$ cat config.mk
export PLATFORM = sky130hd
export DESIGN_NAME = fifo_terminal
export DESIGN_NICKNAME = d
export VERILOG_FILES = /design/src/rtl/fifo_terminal.sv
export SDC_FILE = /design/constraint.sdc
export NUM_CORES = 1
export LEC_CHECK = 0
export ABC_AREA = 1
export CAP_MARGIN = 25
export CORE_MARGIN = 2
export CORE_UTILIZATION = 30
export CTS_CLUSTER_DIAMETER = 40
export DETAILED_ROUTE_END_ITERATION = 10
export PLACE_DENSITY_LB_ADDON = 0.2
export REMOVE_ABC_BUFFERS = 1
export SETUP_SLACK_MARGIN = 0.2
export SYNTH_ARGS = -nofsm -noshare
export SYNTH_HDL_FRONTEND = slang
export SYNTH_SLANG_ARGS = --single-unit
$ cat constraint.sdc
create_clock -name clk -period 6.11 [get_ports clk]
set_input_delay 0.9165 -clock clk [delete_from_list [all_inputs] [get_ports clk]]
set_output_delay 0.9165 -clock clk [all_outputs]
set_load 0.1 [all_outputs]
$ cat src/rtl/fifo_terminal.sv
`default_nettype none
// ============================================================================
//  Module   : fifo_terminal
//  Brief    : Device-side endpoint of the shared FIFO bus. A show-ahead TX
//             queue is drained by the bus (pndng/D_pop/pop), and an
//             ID-filtered RX queue is filled by bus pushes and read by the
//             agent.
//  Revision : 1.0 - initial release
// ============================================================================
module fifo_terminal #(
    parameter int         tama_de_paquete = 32,
    parameter int         profundidad     = 8,
    parameter logic [7:0] ID              = 8'h00,
    parameter logic [7:0] BROADCAST       = 8'hFF
) (
    input  logic                               clk,
    input  logic                               reset,
    input  logic                               wr_en,
    input  logic [tama_de_paquete-1:0]         wr_data,
    output logic                               pndng,
    output logic [tama_de_paquete-1:0]         D_pop,
    input  logic                               pop,
    input  logic                               push,
    input  logic [tama_de_paquete-1:0]         D_push,
    output logic                               rx_valid,
    output logic [tama_de_paquete-1:0]         rx_data,
    input  logic                               rd_en,
    output logic [$clog2(profundidad+1)-1:0]   tx_count,
    output logic [$clog2(profundidad+1)-1:0]   rx_count,
    output logic                               tx_full,
    output logic                               tx_overflow,
    output logic                               pop_underflow,
    output logic                               rx_overflow,
    output logic [15:0]                        rx_drop_cnt
);

    localparam int PW = $clog2(profundidad);
    localparam int CW = $clog2(profundidad + 1);
    localparam logic [CW-1:0] c_DEPTH = CW'(profundidad);

    // ---------------------------------------------------------------- state
    logic [tama_de_paquete-1:0] r_tx_mem [profundidad];
    logic [tama_de_paquete-1:0] r_rx_mem [profundidad];
    logic [PW-1:0]              r_tx_rd, r_tx_wr, r_rx_rd, r_rx_wr;
    logic [CW-1:0]              r_tx_cnt, r_rx_cnt;
    logic                       r_tx_ovf, r_pop_uf, r_rx_ovf;
    logic [15:0]                r_drop;

    // ------------------------------------------------------------ decisions
    logic w_tx_empty, w_tx_full, w_tx_pop_ok, w_tx_wr_ok;
    logic w_rx_empty, w_rx_full, w_rx_acc, w_rx_rd_ok, w_rx_wr_ok;
    logic [7:0] w_rx_dest;

    assign w_tx_empty  = (r_tx_cnt == '0);
    assign w_tx_full   = (r_tx_cnt == c_DEPTH);
    // A pop on an empty queue never frees a slot, even if a write arrives
    // in the same cycle (the new packet is not yet visible to the bus).
    assign w_tx_pop_ok = pop && !w_tx_empty;
    assign w_tx_wr_ok  = wr_en && (!w_tx_full || w_tx_pop_ok);

    assign w_rx_dest   = D_push[tama_de_paquete-1 -: 8];
    assign w_rx_empty  = (r_rx_cnt == '0);
    assign w_rx_full   = (r_rx_cnt == c_DEPTH);
    assign w_rx_acc    = push && ((w_rx_dest == ID) || (w_rx_dest == BROADCAST));
    assign w_rx_rd_ok  = rd_en && !w_rx_empty;
    assign w_rx_wr_ok  = w_rx_acc && (!w_rx_full || w_rx_rd_ok);

    // TX storage: tail write; when full with a pop, tail == head and the
    // consumed slot is reused in the same cycle.
    always_ff @(posedge clk) begin
        if (w_tx_wr_ok) r_tx_mem[r_tx_wr] <= wr_data;
    end

    // RX storage: tail write of accepted packets
    always_ff @(posedge clk) begin
        if (w_rx_wr_ok) r_rx_mem[r_rx_wr] <= D_push;
    end

    // TX pointers, occupancy and sticky error flags
    always_ff @(posedge clk) begin
        if (reset) begin
            r_tx_rd  <= '0;
            r_tx_wr  <= '0;
            r_tx_cnt <= '0;
            r_tx_ovf <= 1'b0;
            r_pop_uf <= 1'b0;
        end else begin
            if (w_tx_wr_ok)  r_tx_wr <= r_tx_wr + 1'b1;
            if (w_tx_pop_ok) r_tx_rd <= r_tx_rd + 1'b1;
            case ({w_tx_wr_ok, w_tx_pop_ok})
                2'b10:   r_tx_cnt <= r_tx_cnt + 1'b1;
                2'b01:   r_tx_cnt <= r_tx_cnt - 1'b1;
                default: r_tx_cnt <= r_tx_cnt;
            endcase
            if (wr_en && w_tx_full && !w_tx_pop_ok) r_tx_ovf <= 1'b1;
            if (pop && w_tx_empty)                  r_pop_uf <= 1'b1;
        end
    end

    // RX pointers, occupancy, overflow flag and filter drop counter
    always_ff @(posedge clk) begin
        if (reset) begin
            r_rx_rd  <= '0;
            r_rx_wr  <= '0;
            r_rx_cnt <= '0;
            r_rx_ovf <= 1'b0;
            r_drop   <= '0;
        end else begin
            if (w_rx_wr_ok) r_rx_wr <= r_rx_wr + 1'b1;
            if (w_rx_rd_ok) r_rx_rd <= r_rx_rd + 1'b1;
            case ({w_rx_wr_ok, w_rx_rd_ok})
                2'b10:   r_rx_cnt <= r_rx_cnt + 1'b1;
                2'b01:   r_rx_cnt <= r_rx_cnt - 1'b1;
                default: r_rx_cnt <= r_rx_cnt;
            endcase
            if (w_rx_acc && w_rx_full && !w_rx_rd_ok) r_rx_ovf <= 1'b1;
            if (push && !w_rx_acc && (r_drop != 16'hFFFF)) r_drop <= r_drop + 16'd1;
        end
    end

    // ------------------------------------------------------------- outputs
    assign pndng         = !w_tx_empty;
    assign D_pop         = w_tx_empty ? '0 : r_tx_mem[r_tx_rd];
    assign rx_valid      = !w_rx_empty;
    assign rx_data       = w_rx_empty ? '0 : r_rx_mem[r_rx_rd];
    assign tx_count      = r_tx_cnt;
    assign rx_count      = r_rx_cnt;
    assign tx_full       = w_tx_full;
    assign tx_overflow   = r_tx_ovf;
    assign pop_underflow = r_pop_uf;
    assign rx_overflow   = r_rx_ovf;
    assign rx_drop_cnt   = r_drop;

endmodule
`default_nettype wire

## Word level (Yosys, flattened, before mapping)

Memories as Yosys holds them, arrays and structs flattened. A register that Yosys moved wholly into a read port is not among the register bits.
Cells that the tools add are included.

- Add/sub/neg operators: 9
- Equal/unequal tests: 8
- Multiplexer cells: 12
- Reduce and logical (&&, ||, !) cells: 27

Operator list:

| cell | count |
|---|---|
| 2-to-1 mux 32 bit | 2 |
| adder 16 x 1 -> 16 bit, second input constant | 1 |
| != test 16 bit, second input constant | 1 |
| case mux 4 bit (2 select lines) | 2 |
| adder 3 x 1 -> 3 bit, second input constant | 4 |
| logical AND 1 bit | 12 |
| 2-to-1 mux 3 bit | 4 |
| adder 4 x 1 -> 4 bit, second input constant | 2 |
| == test 4 bit, second input constant | 2 |
| == test 8 bit, second input constant | 1 |
| logical NOT 4 bit | 2 |
| logical NOT 8 bit | 1 |
| subtractor 4 x 1 -> 4 bit, second input constant | 2 |
| logical NOT 1 bit | 7 |
| == test 2 x 1 -> 1 bit, second input constant | 2 |
| == test 2 bit, second input constant | 2 |
| 2-to-1 mux 1 bit | 4 |
| nonzero test 2 bit | 2 |
| logical OR 1 bit | 3 |

- Register bits after elaboration: 39
- Bits in writable memories: 512
- Input port bits: 70
- Memories kept: 2

Memories:

| name | depth | width | read ports | clocked after memory_dff | write ports | line | RTL |
|---|---|---|---|---|---|---|---|
| r_rx_mem | 8 | 32 | 1 | 1 | 1 | 43 | `logic [tama_de_paquete-1:0] r_rx_mem [profundidad];` |
| r_tx_mem | 8 | 32 | 1 | 1 | 1 | 42 | `logic [tama_de_paquete-1:0] r_tx_mem [profundidad];` |

## Depth between registers and ports, before layout

- Word-level depth: 7
- Mapped depth: 17

## Worst setup path after synthesis

OpenSTA, ideal clock, no wires.

- Kind: reg-to-output
- From: register r_rx_cnt[0] (netlist: rx_count[0])
- To: output port rx_data[22]
- Arrival time: 4.113 ns
- Path slack: 1.080 ns
- Cell stages (with the launch flop): 6
- Path buffers: 1
- Cell sequence: dfxtp_1 nor2_1 nand3_2 clkbuf_1 o21ai_0 a31oi_1

- Word-level cells in the longest chain between the ends: 2

RTL lines:

| item | line | RTL |
|---|---|---|
| start, declared | 45 | `logic [CW-1:0] r_tx_cnt, r_rx_cnt;` |
| start signal, assigned | 112 | `2'b10: r_rx_cnt <= r_rx_cnt + 1'b1;` |
| start signal, assigned | 113 | `2'b01: r_rx_cnt <= r_rx_cnt - 1'b1;` |
| start signal, assigned | 114 | `default: r_rx_cnt <= r_rx_cnt;` |
| logical NOT 4 bit | 62 | `assign w_rx_empty = (r_rx_cnt == '0);` |
| 2-to-1 mux 32 bit | 125 | `assign rx_data = w_rx_empty ? '0 : r_rx_mem[r_rx_rd];` |
| end, declared | 26 | `output logic [tama_de_paquete-1:0] rx_data,` |

No other way between the ends.

==> summary.md <==
| Metric | Value |
|---|---|
| Status | finished clean |
| Logic pwr share | 34.1% |
| CTS tree | done |
| Max-slew headroom | 25.9% |
| Finished Cell Area | 27,900 µm² |
| Setup ws final | 1.21 ns |
| Worst Path Arrival | 3.99 ns |
| Largest family of logic cells by synthesized area | compound AO/OA/AOI/OAI gates |
| HPWL Detailed | 29,700 µm |
| RR Endpoint | r_tx_mem[6][15] |
| Post-Synth Simple-Gate Area | 9.68% |
| Syn Area/Cell | 12.3 µm² |
| Filler cells | 6,857 |
| WP data required | 5.19 ns |
| Worst path top cell family by delay | buffers and inverters |
| FP Rows | 99 |
| Post-route ant nets | 0 |
| Wire per inst | 18.7 µm |
| Clock buffer depth | 3 |
| Total power draw | 14.5 mW |
| GRT Total Usage | 14.8% |
| Cells on worst reg2reg path | 9 |
| Area Overhead vs Synth | 27.1% |
| Synth warn | 0 |
| IO buf count | 163 |
| Crit path to | rx_data[30] |
| Maximum VDD drop | 0.471 mV |
| Vias after detailed routing | 14,329 |
| Total die area | 75,400 µm² |
| Slew @ Worst Pin | 1.11 ns |
| Highest routed layer | met5 |
| Final Hold Viols | 0 |
| CTS buffer count | 90 |
| Starting DRT DRC Count | 927 |
| Minimum clock period | 4.90 ns |
| Post-Syn Area | 22,000 µm² |
| H-tree Lvls | 3 |
| Hold depth | 2 |
| Sw power | 5.88 mW |
| Wl on met1 | 24,000 µm |
| Adder-Cell Fraction of Synth Area | 0.695% |
| Fmax | 0.204 GHz |
| Synth Area in XOR/XNOR | 0.319% |
| Largest net degree at the start of global routing | 111 |
| Sequential area share after synthesis | 74.1% |
| Drt first pass iters | 5 |
| Hold path startpoint | tx_overflow |
| Crit share post-route | 80.3% |
| Initial antenna violation count | 5 |
| Post-route setup TNS | 0 ns |
| Share of layout cells above drive strength 1 | 11.1% |
| Area post-placement | 24,700 µm² |
| First-pass GRT wire length | 85,800 µm |
| Yosys cell types | 32 |
| Io pins | 164 |
| Sequential Power Share | 30.2% |
| Clock power share | 35.6% |
| Multiplexer share of the synthesized area | 0% |
| Die height | 275 µm |
| CP max-delay cell | clkdlybuf4s50_1 |
| R2r startpoint | tx_count[0] |
| Final Non-Filler Cells | 2,996 |
| Crit-path max FO | 58 |
| Setup bufs post-CTS | 0 |
| Resize count post-CTS | 0 |
| CP most frequent cell | o21ai_0 |
| Setup WS pre-CTS | 1.81 ns |
| WL met3 | 3150 µm |
| Vias in the first global route | 14,766 |
| Clk_lat worst skew | 0.65 ns |
| CP Capture Type | output pin |
| Routability cong. | 0.731 |
| Max_cap viols | 0 |
| Vias per inst | 4.78 |
| Sw frac | 40.4% |
| Max-slew violation count | 0 |
| Nets | 2,040 |
| LEAKAGE | 9.22 nW |
| CP peak stage delay | 1.22 ns |
| Reg2Reg Setup Slack | 3.57 ns |
| Total gr overflow | 0 |
| P_int | 8.65 mW |
| Setup Viol. Count Final | 0 |
| Synth Instances | 1,780 |
| Clock Skews | 0.0646 ns |
| Root Buffer | clkbuf_16 |
| Die W | 275 µm |
| Hold_buf cts | 0 |
| CP Class | reg -> out |
| RSZ-0062 raised after global routing | no |
| Hold Path Class | reg -> reg |
| Synth Register Bits | 557 |
| DRC viols | 0 |
| Post-synthesis compound-gate area fraction | 12.3% |
| Worst setup SP type | register |
| CTS Sinks | 557 |
| Clock-pin slew on the worst setup and hold paths | 0.05 ns |
| Routed WL | 55,900 µm |
| Critical Path Stages | 6 |
| Core Region | 72,700 µm² |
| Buf+Inv Stages, Crit Path | 2 |
| PD cells | 521 nW/µm² |
| Met2 WL | 27,300 µm |
| Cells after DPL | 2,825 |
| Crit path cell chain | buf_4 > o21ai_0 > o22ai_1 > o21ai_0 > a31oi_1 > clkdlybuf4s50_1 |
| Initial core utilization | 30.2% |
-- logic make-up after synthesis --
group	count (synthesis)
flip-flops	557
AND/OR/NAND/NOR	541
AO/OA/AOI/OAI	507
buffers and inverters	156
adder cells (fa/ha/maj)	11
XOR/XNOR	8
-- cell usage after synthesis --
library cell	instances	share of area, %
nand3_2	3	0.14
nor2_2	2	0.057
o21ai_1	16	0.36
o21a_1	2	0.068
nand2_2	3	0.085
a21oi_1	29	0.66
fa_1	2	0.18
nand3_1	20	0.46
clkinv_1	4	0.068
a21oi_2	1	0.040
buf_6	1	0.051
nor2_4	1	0.051
o22ai_1	64	1.8
dfxtp_1	45	4.1
buf_1	12	0.21
or2_1	1	0.029
inv_1	40	0.68
buf_2	20	0.46
edfxtp_1	512	70
xnor2_1	1	0.040
nand2_1	67	1.1
buf_4	1	0.034
nand4_1	3	0.085
inv_2	5	0.085
xor2_1	7	0.28
ha_1	9	0.51
nor3_1	10	0.23
clkbuf_1	73	1.2
a31oi_1	67	1.9
nor2_1	428	7.3
and3_1	3	0.085
o21ai_0	328	7.5
-- worst register-to-register path, cell delays in order (launching register included) --
cell and delay (ns):
dfxtp_1 0.40, nor2_1 0.10, nand3_1 0.09, inv_1 0.07, nand2_1 0.07, nand2_1 0.13
inv_1 0.13, nand2_1 0.25, nor2_4 0.52, buf_4 0.44
-- through the flow --
step | hold slack, ns | util (%)
after floorplan | 0.448 | -
after global placement | 0.444 | 34.0
after detailed placement | 0.444 | 34.0
after CTS | 0.452 | 38.4
after global routing | 0.488 | 38.4
final | 0.448 | 38.4
-- placed cells by master, fill, tap and decap left out, drive strengths merged --
cell,Yosys,layout
nor2,431,431
buf,34,32
clkbuf,73,101
fa,2,2
clkinvlp,0,14
clkinv,4,37
dfxtp,45,45
a31oi,67,67
or2,1,1
a21oi,30,30
nand3,23,23
xor2,7,7
and3,3,3
o21a,2,2
nand2,70,70
clkdlybuf4s50,0,162
ha,9,9
xnor2,1,1
o22ai,64,64
nor3,10,10
o21ai,344,344
edfxtp,512,512
inv,45,57
diode,0,1
nand4,3,3
bufinv,0,9
-- worst min-delay path by stage --
stage          slack, ns           to
3_3_place_gp        0.44  tx_overflow
6_report            0.45  tx_overflow
2_1_floorplan       0.45     register
4_1_cts             0.45  tx_overflow
5_1_grt             0.49  tx_overflow
3_5_place_dp        0.44  tx_overflow
-- registers in the layout, indices dropped and copies added, names as in the netlist, 3 cells and up, named ones only --
| name | count |
|---|---|
| r_rx_rd | 3 |
| rx_count | 4 |
| r_rx_mem | 256 |
| r_rx_wr | 3 |
| r_tx_mem | 256 |
| r_tx_rd | 3 |
| tx_count | 4 |
| r_tx_wr | 3 |
| rx_drop_cnt | 16 |
-- routing by layer --
layer | vias up | GRT usage, %
met3 | 119 | 3.50
met2 | 351 | 25.2
li1 | 6862 | -
met4 | 8 | 5.68
met1 | 6989 | 18.2
met5 | - | 0
-- cell type report --
class | count | area [µm²] | share of cell area (%)
antenna | 1 | 2.50 | 0.00897
inverter | 49 | 186 | 0.668
timing repair buffer | 194 | 1900 | 6.81
multi-input combinational | 1067 | 5160 | 18.5
clock inverter | 68 | 800 | 2.86
sequential | 557 | 16300 | 58.4
clock buffer | 101 | 2380 | 8.52
tap | 959 | 1200 | 4.30
-- power groups by stage --
stage	clock network, mW	logic, mW	registers (mW)
after global placement	0	4.95	4.47
after CTS	5.29	4.99	4.40
after global routing	5.47	5.28	4.41
after floorplan	0	3.35	4.67
after detailed placement	0	4.98	4.47
final	5.18	4.96	4.39
Power figures use the tool's default switching activity.
